## src/rtl/muldiv_sequencer.sv

```systemverilog
// Iterative RV32M multiply/divide sequencer (shift-add multiplier, restoring divider).
// Optional macro MULDIV_SINGLE_CYCLE_MUL_EN: multiplies complete in one cycle via a combinational product.
module muldiv_sequencer #(
    parameter int DATA_WIDTH = 32
) (
    input  logic                  clk,
    input  logic                  reset,
    input  logic                  start,
    input  logic [2:0]            Funct3,
    input  logic [DATA_WIDTH-1:0] SrcA,
    input  logic [DATA_WIDTH-1:0] SrcB,
    input  logic                  flush,
    output logic                  stall,
    output logic                  busy,
    output logic                  done,
    output logic [DATA_WIDTH-1:0] Result
);
    localparam int W  = DATA_WIDTH;
    localparam int CW = $clog2(DATA_WIDTH) + 1;

    typedef enum logic [1:0] {IDLE = 2'b00, CALC = 2'b01, DONE = 2'b10} state_t;

    state_t          state_q, state_d;
    logic [CW-1:0]   cnt_q, cnt_d;
    logic [2:0]      op_q, op_d;
    logic [2*W-1:0]  acc_q, acc_d;
    logic [W-1:0]    opb_q, opb_d;
    logic            neg_res_q, neg_res_d;
    logic            neg_rem_q, neg_rem_d;
    logic [W-1:0]    result_q, result_d;

    logic            signed_a_s, signed_b_s, neg_a_s, neg_b_s;
    logic [W-1:0]    a_mag_s, b_mag_s;
    logic            div_zero_s, div_ovf_s;
    logic [W:0]      add_s, shift_s, diff_s;
    logic [2*W-1:0]  mul_next_s, div_next_s, step_s, prod_s;
    logic [W-1:0]    quo_s, rem_s, final_s;
`ifdef MULDIV_SINGLE_CYCLE_MUL_EN
    logic [2*W-1:0]  a_ext_s, b_ext_s, fast_prod_s;
`endif

    // Operand decode, magnitudes and division special-case detection at accept
    always_comb begin
        signed_a_s = (Funct3 == 3'b001) || (Funct3 == 3'b010) ||
                     (Funct3 == 3'b100) || (Funct3 == 3'b110);
        signed_b_s = (Funct3 == 3'b001) || (Funct3 == 3'b100) || (Funct3 == 3'b110);
        neg_a_s    = signed_a_s && SrcA[W-1];
        neg_b_s    = signed_b_s && SrcB[W-1];
        a_mag_s    = neg_a_s ? ({W{1'b0}} - SrcA) : SrcA;
        b_mag_s    = neg_b_s ? ({W{1'b0}} - SrcB) : SrcB;
        div_zero_s = (SrcB == {W{1'b0}});
        div_ovf_s  = ((Funct3 == 3'b100) || (Funct3 == 3'b110)) &&
                     (SrcA == {1'b1, {(W-1){1'b0}}}) && (SrcB == {W{1'b1}});
`ifdef MULDIV_SINGLE_CYCLE_MUL_EN
        a_ext_s     = signed_a_s ? {{W{SrcA[W-1]}}, SrcA} : {{W{1'b0}}, SrcA};
        b_ext_s     = signed_b_s ? {{W{SrcB[W-1]}}, SrcB} : {{W{1'b0}}, SrcB};
        fast_prod_s = a_ext_s * b_ext_s;
`endif
    end

    // One multiply or divide iteration plus sign-corrected result of the final step
    always_comb begin
        add_s      = {1'b0, acc_q[2*W-1:W]} + (acc_q[0] ? {1'b0, opb_q} : {(W+1){1'b0}});
        mul_next_s = {add_s, acc_q[W-1:1]};
        shift_s    = {acc_q[2*W-1:W], acc_q[W-1]};
        diff_s     = shift_s - {1'b0, opb_q};
        if (diff_s[W]) begin
            div_next_s = {shift_s[W-1:0], acc_q[W-2:0], 1'b0};
        end else begin
            div_next_s = {diff_s[W-1:0], acc_q[W-2:0], 1'b1};
        end
        step_s = op_q[2] ? div_next_s : mul_next_s;
        prod_s = neg_res_q ? ({(2*W){1'b0}} - step_s) : step_s;
        quo_s  = neg_res_q ? ({W{1'b0}} - step_s[W-1:0]) : step_s[W-1:0];
        rem_s  = neg_rem_q ? ({W{1'b0}} - step_s[2*W-1:W]) : step_s[2*W-1:W];
        case (op_q)
            3'b000:                 final_s = prod_s[W-1:0];
            3'b001, 3'b010, 3'b011: final_s = prod_s[2*W-1:W];
            3'b100, 3'b101:         final_s = quo_s;
            3'b110, 3'b111:         final_s = rem_s;
            default:                final_s = {W{1'b0}};
        endcase
    end

    // Next-state logic; flush overrides everything and keeps Result untouched
    always_comb begin
        state_d   = state_q;
        cnt_d     = cnt_q;
        op_d      = op_q;
        acc_d     = acc_q;
        opb_d     = opb_q;
        neg_res_d = neg_res_q;
        neg_rem_d = neg_rem_q;
        result_d  = result_q;
        if (flush) begin
            state_d = IDLE;
            cnt_d   = {CW{1'b0}};
        end else begin
            case (state_q)
                IDLE: begin
                    if (start) begin
                        op_d      = Funct3;
                        cnt_d     = {CW{1'b0}};
                        neg_res_d = neg_a_s ^ neg_b_s;
                        neg_rem_d = neg_a_s;
                        if (Funct3[2]) begin
                            if (div_zero_s) begin
                                result_d = Funct3[1] ? SrcA : {W{1'b1}};
                                state_d  = DONE;
                            end else if (div_ovf_s) begin
                                result_d = Funct3[1] ? {W{1'b0}} : {1'b1, {(W-1){1'b0}}};
                                state_d  = DONE;
                            end else begin
                                acc_d   = {{W{1'b0}}, a_mag_s};
                                opb_d   = b_mag_s;
                                state_d = CALC;
                            end
                        end else begin
`ifdef MULDIV_SINGLE_CYCLE_MUL_EN
                            result_d = (Funct3 == 3'b000) ? fast_prod_s[W-1:0] : fast_prod_s[2*W-1:W];
                            state_d  = DONE;
`else
                            acc_d   = {{W{1'b0}}, b_mag_s};
                            opb_d   = a_mag_s;
                            state_d = CALC;
`endif
                        end
                    end else begin
                        state_d = IDLE;
                    end
                end
                CALC: begin
                    acc_d = step_s;
                    cnt_d = cnt_q + {{(CW-1){1'b0}}, 1'b1};
                    if (cnt_q == CW'(W - 1)) begin
                        result_d = final_s;
                        state_d  = DONE;
                    end else begin
                        state_d = CALC;
                    end
                end
                DONE:    state_d = IDLE;
                default: state_d = IDLE;
            endcase
        end
    end

    // State and datapath registers
    always_ff @(posedge clk or posedge reset) begin
        if (reset) begin
            state_q   <= IDLE;
            cnt_q     <= {CW{1'b0}};
            op_q      <= 3'b000;
            acc_q     <= {(2*W){1'b0}};
            opb_q     <= {W{1'b0}};
            neg_res_q <= 1'b0;
            neg_rem_q <= 1'b0;
            result_q  <= {W{1'b0}};
        end else begin
            state_q   <= state_d;
            cnt_q     <= cnt_d;
            op_q      <= op_d;
            acc_q     <= acc_d;
            opb_q     <= opb_d;
            neg_res_q <= neg_res_d;
            neg_rem_q <= neg_rem_d;
            result_q  <= result_d;
        end
    end

    assign stall  = ((state_q == IDLE) && start && !flush) || (state_q == CALC);
    assign busy   = (state_q == CALC) || (state_q == DONE);
    assign done   = (state_q == DONE);
    assign Result = result_q;

endmodule

```

## config.mk

```make
export PLATFORM = sky130hd
export DESIGN_NAME = muldiv_sequencer
export DESIGN_NICKNAME = d
export VERILOG_FILES = /design/src/rtl/muldiv_sequencer.sv
export SDC_FILE = /design/constraint.sdc
export NUM_CORES = 1
export LEC_CHECK = 0
export ABC_AREA = 1
export CELL_PAD_IN_SITES_DETAIL_PLACEMENT = 0
export CELL_PAD_IN_SITES_GLOBAL_PLACEMENT = 2
export CORE_AREA = 2 2 297 182
export CTS_CLUSTER_DIAMETER = 200
export CTS_CLUSTER_SIZE = 28
export DETAILED_ROUTE_END_ITERATION = 12
export DIE_AREA = 0 0 299 184
export MAX_ROUTING_LAYER = met4
export PLACE_DENSITY = 0.89
export RECOVER_POWER = 50
export SYNTH_ARGS = -nofsm -noshare
export SYNTH_HDL_FRONTEND = slang
export SYNTH_SLANG_ARGS = --single-unit
```

## constraint.sdc

```tcl
create_clock -name clk -period 13.6 [get_ports clk]
set_input_delay 2.04 -clock clk [delete_from_list [all_inputs] [get_ports clk]]
set_output_delay 2.04 -clock clk [all_outputs]
set_load 0.02 [all_outputs]
```

==> flow_summary_export.csv <==
group,metric,value,unit
cts,tritoncts,"yes",
worst_setup_path,timing.reg2reg.setup_slack,7600,ps
worst_setup_path,end_kind,"asynchronous set/reset pin",
detailed_routing,dr.pass1.iters,6,
run_status,violations,"capacitance limit, slew limit",
hold_path,hold_path_stages,1,
power_and_ir_drop,ratio_of_total_power_to_cell_area,195,nW/um2
flow_run,max-cap-violations,2,
worst_setup_path,worst_path_maximum_fanout,57,
logic_synthesis,synth_area_leader_cell,"sky130_fd_sc_hd__dfrtp_1",
timing,final_period_minus_worst_setup_slack,8890,ps
worst_setup_path,path_cells,"dlygate4sd3_1 > clkinvlp_2 > clkbuf_1 > clkbuf_1",
global_routing,groute.usage.overall,35.3,%
worst_setup_path,cp.required,13450,ps
detailed_routing,vias,22028,
logic_synthesis,synth_cell_types,58,
worst_setup_path,crit_path_frequent_cell,"sky130_fd_sc_hd__clkbuf_1",
logic_synthesis,postSynthCellCount,3129,
floorplan,boundaryPins,106,
global_routing,grt_antenna_before_repair,4,
logic_synthesis,synthMuxAreaShare,0.0553,%
logic_synthesis,total_of_flip_flops_plus_latches_after_synthesis,141,
worst_setup_path,worst-setup-path-type,"in2async",
cts,cts_made_buffers,17,
worst_setup_path,cp_data_arrival_time,8740,ps
worst_setup_path,slowest_cell_delay_on_critical_path,2800,ps
logic_synthesis,post_synth_fa_ha_maj_area_fraction,5.27,%
cts,clock_root_buffer,"sky130_fd_sc_hd__clkbuf_16",
global_routing,grt_pass1_vias,19492,
floorplan,effective_utilization_at_floorplan,34.8,%
logic_synthesis,synthesis.area_per_instance,5.78,um2
layout,drive_above_1_share,5.87,%
worst_setup_path,r2r_end,"Result[6]",
worst_setup_path,worstReg2RegStart,"acc_q[31]",
timing,grt_setup_unrepaired,"false",
logic_synthesis,mappedNetlistArea,18100,um2
logic_synthesis,synth_compound_area_share,16.4,%
floorplan,placement_rows,65,
logic_synthesis,synth_top_family_by_area,"simple AND/OR/NAND/NOR gates",
layout,layout.cells.most_common,"sky130_fd_sc_hd__nand2_1",
floorplan,fp.dieArea,55000,um2
place,half_perimeter_wire_length_of_the_detailed_placement_result,79600,um
timing,worst_slew_pin_slew,3900,ps
layout,num-fill-cells,5776,
logic_synthesis,postSynth.topFlopCell,"sky130_fd_sc_hd__dfrtp_1",
timing,clock.fmax,113,MHz
cts,cts_sinks,141,
floorplan,core_area,52000,um2
worst_setup_path,ff2ff_path_depth,32,
logic_synthesis,area_fraction_of_the_dominant_cell_type_after_synthesis,19.5,%
run_status,status,"finished, violations left",
logic_synthesis,synth.top_cells.by_area,"sky130_fd_sc_hd__dfrtp_1 19%, sky130_fd_sc_hd__nand2_1 19%, sky130_fd_sc_hd__inv_1 9.4%, sky130_fd_sc_hd__nand3_1 7.9%, sky130_fd_sc_hd__nor2_1 6.3%",
timing,hold_slack_final,495,ps
place,globalplace.congestion,1.03,
worst_setup_path,timing.critical_path.buf_inv,4,
floorplan,dieWidth,299,um
cts,ctsHoldBuffers,0,
logic_synthesis,ys_seq_area_share,19.5,%
layout,fin_nets,3317,
power_and_ir_drop,max-vdd-ir-drop,0.000115,V
hold_path,holdCritStartpoint,"cnt_q[5]",
place,io_buffer_count,105,
global_routing,grt_start_max_net_pins,69,
logic_synthesis,synth_xor_area_share,4.89,%
power_and_ir_drop,leakagePower,10.4,nW
place,dp_slack,7400,ps
timing,timing.final.ws_setup,4710,ps
timing,final.setup.tns,0,ps
detailed_routing,wirelength,96400,um
worst_setup_path,critical-path-slowest-cell,"sky130_fd_sc_hd__clkbuf_1",
logic_synthesis,yosys.area_share.simple,41.2,%
timing,max-slew-margin-rel,-160,%
timing,fin_crit_sh,65.3,%
global_routing,globalRoute.totalOverflow,0,
logic_synthesis,net_count_after_synthesis,3275,
detailed_routing,post_drt_via_cell_ratio,5.67,
timing,timing.final.hold_violations,0,
timing,timing.clock.skew,17.5,ps
worst_setup_path,critical-path-top-delay-family,"buffers and inverters",
global_routing,wire_length_of_the_first_global_routing_pass,136000,um
layout,syn2layout_area_growth,12.5,%
cts,cts_resized,0,
timing,drv_slew,114,
logic_synthesis,synth_enable_flop_cells,0,
layout,layout_common_cells,"918 x sky130_fd_sc_hd__nand2_1, 452 x sky130_fd_sc_hd__inv_1, 302 x sky130_fd_sc_hd__nor2_1",
cts,clk_pin_slew_worst_paths,70,ps
cts,worstSkewPairLatency,460,ps
worst_setup_path,critPathLaunchType,"input pin",
timing,timing.final.setup_violations,0,
hold_path,min_delay_worst_endpoint,"cnt_q[5]",
logic_synthesis,ys_warn_count,0,
floorplan,die_h,184,um
hold_path,timing.hold.worst.class,"reg2reg",
detailed_routing,route.detailed.drc,0,
cts,h-tree-depth,4,
detailed_routing,wl_per_cell,24.8,um
detailed_routing,dr.first_iter.drc_count,2768,
cts,cts_max_path_buffers,2,
detailed_routing,antenna_violating_nets_post_route,0,
logic_synthesis,synth_async_sr_flop_share,100,%
cts,cts_setup_buffers,0,
## sequential cells by signal (all words and copies together) (netlist names)
register	cells
acc_q	64
Result	32
opb_q	32
cnt_q	6
op_q	3
state_q	2
neg_rem_q	1
neg_res_q	1
## worst max path at each step
stage,start,endpoint,depth (start not counted)
floorplan,reset,Result[0],1
global placement,SrcA[1],acc_q[28],19
detailed placement,SrcA[1],acc_q[28],19
CTS,start,stall,6
global route,reset,acc_q[60],4
finish,reset,acc_q[60],4
## area by class of cell
cell class | instances | area, um2 | area share, %
well taps | 703 | 880 | 4.32
multi-input cells | 2406 | 12300 | 60.4
clock inverters | 14 | 206 | 1.01
repair buffers | 132 | 1240 | 6.10
flip-flops and latches | 141 | 3530 | 17.4
diodes | 1 | 2.50 | 0.0123
inverters | 473 | 1780 | 8.73
clock buffers | 18 | 429 | 2.11
## routing by layer
metal  GRT usage (%)  vias to the layer above  part of all wire (%)
met2            39.8                     1350                    34
met1            52.9                    10429                    48
met3            18.7                       70                    17
met4            5.12                        0                   1.3
met5               -                        -                     0
li1                -                    10179                     -
## cells by family after synthesis
kind of cell,count (synthesis)
AO/OA/AOI/OAI,510
XOR/XNOR,101
adder cells (fa/ha/maj),75
buffers and inverters,582
flip-flops,141
multiplexers,1
AND/OR/NAND/NOR,1719
## power by group
part	switching, mW	total, mW	leakage [nW]	internal (mW)
logic	2.02	2.77	8.32	0.751
clock network	0.228	0.540	0.300	0.312
registers	0.119	0.658	1.78	0.538
total	2.36	3.96	10.4	1.60
## cells in the mapped netlist, drive strengths merged, types with 41 or more instances
| library cell | instances |
|---|---|
| buf | 42 |
| dfrtp | 141 |
| ha | 73 |
| inv | 467 |
| nor3 | 41 |
| o22ai | 41 |
| a21oi | 158 |
| nand3 | 292 |
| nor2 | 324 |
| clkbuf | 67 |
| o21ai | 203 |
| xor2 | 91 |
| nand2 | 948 |
## per-stage QoR
| step | instances | power [mW] | util [%] | instance area, um2 |
|---|---|---|---|---|
| final | 3888 | 3.96 | 39.1 | 20400 |
| after detailed placement | 3855 | 3.30 | 37.9 | 19700 |
| after global routing | 3888 | 4.17 | 39.1 | 20400 |
| after global placement | 3855 | 3.29 | 37.9 | 19700 |
| after floorplan | 3129 | 2.27 | - | 18100 |
| after CTS | 3887 | 3.84 | 39.1 | 20400 |
Power figures use the tool's default switching activity.
